$ cat config.mk
export PLATFORM = sky130hd
export DESIGN_NAME = instruction_fetch
export DESIGN_NICKNAME = d
export VERILOG_FILES = /design/src/rtl/instruction_fetch.sv
export SDC_FILE = /design/constraint.sdc
export NUM_CORES = 1
export LEC_CHECK = 0
export BUFFER_PORTS_ARGS = -buffer_cell sky130_fd_sc_hd__buf_4
export CAP_MARGIN = 20
export CORE_MARGIN = 2
export CORE_UTILIZATION = 45
export DETAILED_ROUTE_END_ITERATION = 7
export GPL_TIMING_DRIVEN = 0
export PLACE_DENSITY = 0.78
export SYNTH_ARGS = -nofsm -noshare
export SYNTH_HDL_FRONTEND = slang
export SYNTH_SLANG_ARGS = --single-unit
$ cat constraint.sdc
create_clock -name clk -period 1.9 [get_ports clk]
set_clock_uncertainty 0.15 [all_clocks]
set_input_delay 0.38 -clock clk [delete_from_list [all_inputs] [get_ports clk]]
set_output_delay 0.38 -clock clk [all_outputs]
set_load 0.02 [all_outputs]
$ cat src/rtl/instruction_fetch.sv
// Instruction fetch stage: keeps at most one instruction-memory request in flight.
// It holds the fetched word for decode and follows redirects from the execute stage.
module instruction_fetch #(
  parameter logic [31:0] RESET_PC = 32'h0000_0000,
  parameter logic [31:0] NOP_INS  = 32'h0000_0013
) (
  input  logic        clk,
  input  logic        rst,
  output logic        imem_req,
  output logic [31:0] imem_addr,
  input  logic        imem_gnt,
  input  logic        imem_rvalid,
  input  logic [31:0] imem_rdata,
  input  logic        redirect,
  input  logic [31:0] redirect_pc,
  output logic        ins_valid,
  output logic [31:0] ins,
  output logic [31:0] ins_pc,
  output logic [31:0] ins_pc_plus4,
  input  logic        ins_ready,
  output logic        fetch_fault
);

  typedef enum logic [1:0] {FETCH, WAIT, HOLD, FAULT} state_t;

  state_t      state, state_next;
  logic [31:0] pc, pc_next;
  logic        kill, kill_next;
  logic [31:0] ins_q, ins_next;
  logic [31:0] ins_pc_q, ins_pc_next;
  logic        fault_q, fault_next;
  logic        bad_target;

  assign bad_target   = (redirect_pc[1:0] != 2'b00);
  assign imem_req     = (state == FETCH);
  assign imem_addr    = pc;
  assign ins_valid    = (state == HOLD);
  assign ins          = ins_q;
  assign ins_pc       = ins_pc_q;
  assign ins_pc_plus4 = ins_pc_q + 32'd4;
  assign fetch_fault  = fault_q;

  // A redirect outranks every handshake in the same cycle. A misaligned target
  // parks the stage in FAULT, and only reset can bring it back.
  always_comb begin
    state_next  = state;
    pc_next     = pc;
    kill_next   = kill;
    ins_next    = ins_q;
    ins_pc_next = ins_pc_q;
    fault_next  = fault_q;
    if (redirect && state != FAULT && bad_target) begin
      state_next = FAULT;
      fault_next = 1'b1;
      kill_next  = 1'b0;
      ins_next   = NOP_INS;
    end else begin
      case (state)
        FETCH: begin
          if (redirect) begin
            pc_next = redirect_pc;
            if (imem_gnt) begin
              kill_next  = 1'b1;
              state_next = WAIT;
            end
          end else if (imem_gnt) begin
            state_next = WAIT;
          end
        end
        WAIT: begin
          if (redirect) begin
            pc_next = redirect_pc;
            if (imem_rvalid) begin
              kill_next  = 1'b0;
              state_next = FETCH;
            end else begin
              kill_next = 1'b1;
            end
          end else if (imem_rvalid) begin
            if (kill) begin
              kill_next  = 1'b0;
              state_next = FETCH;
            end else begin
              ins_next    = imem_rdata;
              ins_pc_next = pc;
              state_next  = HOLD;
            end
          end
        end
        HOLD: begin
          if (redirect) begin
            pc_next    = redirect_pc;
            ins_next   = NOP_INS;
            state_next = FETCH;
          end else if (ins_ready) begin
            pc_next    = pc + 32'd4;
            ins_next   = NOP_INS;
            state_next = FETCH;
          end
        end
        FAULT: begin
          state_next = FAULT;
        end
        default: begin
          state_next = FETCH;
        end
      endcase
    end
  end

  always_ff @(posedge clk) begin
    if (rst) begin
      state    <= FETCH;
      pc       <= RESET_PC;
      kill     <= 1'b0;
      ins_q    <= NOP_INS;
      ins_pc_q <= RESET_PC;
      fault_q  <= 1'b0;
    end else begin
      state    <= state_next;
      pc       <= pc_next;
      kill     <= kill_next;
      ins_q    <= ins_next;
      ins_pc_q <= ins_pc_next;
      fault_q  <= fault_next;
    end
  end

endmodule

==> summary by stage <==
Global route
The via count of the first global-routing pass came to 6078. The total routing resource utilization after global routing is 29.73%. The initial antenna violation count is 0. The total overflow reported by the global router is 0. Entering global routing, the biggest net connects 16 pins.

The first-pass GRT wire length is 30.76 mm.

Critical path
The most numerous cell type found on the critical path is nor3_4. The largest fanout on the critical path is 5. The critical path is of the reg2out type.

STA classifies the critical path startpoint as a flip-flop. STA puts the critical path data required time at 1370 ps. In this design, the stage delay of the slowest critical-path cell is 370 ps. The critical path goes through ha_4 -> nand3_4 -> nor3_4 -> nand2_4 -> nor3_4 -> xor2_2 -> buf_6. The sort of element at the end of the critical path is an output pin. The setup check on the worst reg-to-reg path leaves a slack of -50 ps. The slowest stage of the critical path is the dfxtp_4 cell. The arrival time of data at the critical path endpoint is between 1500 and 2000 ps.

Clocking
The cts-stage hold buffer count is 0. The maximum number of buffers from clock root to sink is 2. Clock tree synthesis selected as its root buffer the cell clkbuf_16. The clock input transition at the sequential cells of the worst setup and hold paths is 60 ps. The total clock buffers created by CTS is 9. The CTS tree is done. CTS saw 100 sinks.

The clock reaches the later pin of the worst-skew pair after 340 ps. The clock tree synthesis step divided the H-tree into 3 levels.

Drt
The detail route stage leaves a number of antenna-violating nets equal to 0. After the first detailed-routing iteration, the DRC count stood at approximately 640. The length of the first detailed-routing pass in iterations is 5. Summed over all layers, the routed wires come to 20.76 mm. The average vias per placed instance is 5.852. After detailed routing, the average wire length per cell comes to 18.55 µm. The number of design rule violations left after detail routing is 0.

The detailed router placed 6548 vias in this run.

Cells and area
After the last flow step, the layout net total stands at roughly 1000. The final cell count without fillers is 1119. Leaving out fill and tap cells, the most frequent cell in the layout is buf_4. The area overhead of the layout relative to synthesis is 64.16%.

0 antenna diodes ended up in the layout. The library cells used most frequently in the layout, excluding fill and tap cells, are buf_4, nand2_1, a21oi_1. In the final layout, the share of cells above drive strength 1 is 46.62%.

Power
The fraction of power consumed by combinational cells is 25.0%. The internal power of the cells totals approximately 4000 µW. The design draws 5734 µW. The sequential cell fraction of total power is 41.3%. Power spread over the standard cell area amounts to roughly 650 nW/µm².

The clock network is responsible for 33.7% of the overall power. The leakage component of the power is 0.003797 µW. The fraction of power spent switching nets is 29.94%. For this design the total switching power over the nets is approximately 1700 µW. The maximum vdd drop is 0.4546 mV.

Yosys
For this run, asynchronously set or reset flops after synthesis account for 0%. The synthesized netlist net count is 773. The count of state elements after synthesis is 100. The mapped netlist covers 5383 µm². The Yosys warning count is 0. The synthesized design spends more area on one cell type than any other, namely dfxtp_1. The most used flip-flop cell after synthesis is dfxtp_1. After synthesis, flip-flops and latches occupy ~37% of the total area. Counting flops with a built-in enable in the synthesized netlist gives 0.

Ranked by total cell area, the synthesized netlist is headed by dfxtp_1, a21oi_1, nand2_1. Of the post-synthesis cell area, the dominant cell type holds 37.19%. The distinct cell type count of the synthesized netlist is between 60 and 70. The cell count after synthesis is about 700. The average size of a mapped cell is between 7 and 8 µm².

Placed design
The HPWL after detailed placement is roughly 14 mm. The cell count after placement is 1037. The count of buffers from port buffering is 198. Routability-driven placement finished with a final weighted congestion of 0.8711.

STA
The worst-case setup margin in the final layout is -558.4 ps. Setup violations remaining at the end of the flow were counted as 31. The measured slew at the worst slew-check pin is ~650 ps.

For this run, the top clock speed supported by timing is approximately 0.41 GHz. The max-slew violation count came to 0. The count of endpoints failing hold in the final timing report is 0.

The remaining max-slew budget at the tightest pin is between 50 and 60%. Subtracting the final worst setup slack from the clock period gives 2458 ps. Setup repair after global routing could not meet its margin everywhere.

The final clock period utilization by the worst path is 129.4%.

Floorplan
The floorplan core area is 11560 µm². The number of cell rows is 39. The total die area is around 13000 µm². Measured along the x axis, the die boundary spans 113.4 µm. In this run the count of I/O pins placed on the die edge is 201.

The initial utilization of the core area, before any placement, comes to 46.54%. The die height is 113.4 µm.

Job
The number of violations of the max-capacitance limit is 0.

Run status
The checks that failed: setup timing. The run finished, with violations left.

Worst hold path
In this run the worst hold path is classified as in2reg.
## flip-flops by register name (all words and copies together) (netlist names)
register and flops:
state 2, imem_addr 32, kill 1, ins 32, ins_pc 32, fetch_fault 1
## Yosys cell counts, types with 2 or more instances
cell / number
buf_2: 8
mux2i_1: 5
and3_2: 2
a311oi_1: 3
and3_1: 4
a32o_1: 2
a41oi_1: 2
o2bb2ai_1: 4
and2_1: 7
or3_1: 4
nor3_2: 3
buf_6: 5
a211oi_1: 6
ha_1: 7
nor3b_1: 30
nor3_1: 11
or2_1: 2
a22oi_1: 2
nand2_1: 103
buf_4: 2
a21oi_1: 94
o22ai_1: 2
a21o_1: 7
nor2b_1: 7
xor2_1: 11
nand4_1: 21
dfxtp_1: 100
clkbuf_8: 5
and4_1: 3
nand3_1: 26
nor2_1: 80
o21ai_0: 23
clkbuf_1: 29
nor4_1: 7
nand2b_1: 8
inv_1: 10
a31oi_1: 8
xnor2_1: 17
o221ai_1: 3
## worst max-delay path: cells and delay by family, from the launching register on
kind / cells / cell delay [ps]
buffers and inverters: 1 / 140
AND/OR/NAND/NOR: 4 / 760
flip-flops: 1 / 370
adder cells (fa/ha/maj): 1 / 140
XOR/XNOR: 1 / 170
## final cells by class
| type | count | area (µm²) |
|---|---|---|
| Multi-Input combinational cell | 536 | 3686 |
| Sequential cell | 100 | 2128 |
| Tap cell | 143 | 178.9 |
| Inverter | 10 | 40.04 |
| Clock buffer | 12 | 236.5 |
| Fill cell | 811 | 2729 |
| Buffer | 47 | 382.9 |
| Clock inverter | 4 | 72.57 |
| Timing Repair Buffer | 267 | 2111 |
## power by group through the flow
stage                     Clock, µW  Combinational, µW  Sequential, µW
after floorplan                   0                556            2470
after global placement            0               1080            2410
after detailed placement          0               1100            2420
after CTS                      1940               1250            2360
after global routing           2020               1520            2380
final                          1930               1430            2370
## per-stage QoR
stage | instance area [µm²] | hold slack, ps | utilization [%] | worst slack [ps] | setup TNS (ps)
2_1_floorplan | 5772 | 355.8 | - | -206.8 | -2040
3_3_place_gp | 7437 | 321.2 | 64.31 | -560.6 | -35150
3_5_place_dp | 7437 | 334.7 | 64.31 | -730.7 | -46040
4_1_cts | 8338 | 132.0 | 72.10 | -554.6 | -10520
5_1_grt | 8836 | 139.7 | 76.40 | -644.2 | -14430
6_report | 8836 | 137.6 | 76.40 | -558.4 | -11500
## per-layer routing
metal  routed length (µm)  vias to the layer above  track usage [%]
met5                    0                        -                0
met4                  750                        0            12.11
met3                 1948                       85            6.908
met2                10290                      414            50.90
met1                 7770                     3052            36.13
li1                     -                     2997                -
## repair_timing
action | in CTS | in global routing
setup buffers | 37 | 29
resized for setup | 92 | 85
pin swaps | 23 | 33
cloned | 1 | 2
endpoints found under the hold margin | 0 | 0
endpoints found under the setup margin | 121 | 118
## cell families (layout without fill, tap and decap cells)
logic type	after synthesis	after routing	synth area share (%)
AOI/OAI and AO/OA	166	166	18.25
xor gates and xnor gates	28	28	4.556
muxes	6	6	1.139
buffers and inverters	60	340	6.137
and+or+nand+nor	329	329	31.10
adders and majority gates	7	7	1.627
DFF	100	100	37.19
## worst paths after layout
path / startpoint / endpoint / cells after the start
setup / recovery: ins_pc[2]$_SDFFE_PP0P_ / ins_pc_plus4[30] / 7
setup reg to reg: imem_addr[13]$_SDFFE_PP0P_ / imem_addr[22]$_SDFFE_PP0P_ / 6
hold reg to reg: ins_pc[8]$_SDFFE_PP0P_ / ins_pc[8]$_SDFFE_PP0P_ / 2
hold / removal: redirect_pc[0] / imem_addr[0]$_SDFFE_PP0P_ / 3
Power figures use the tool's default switching activity.
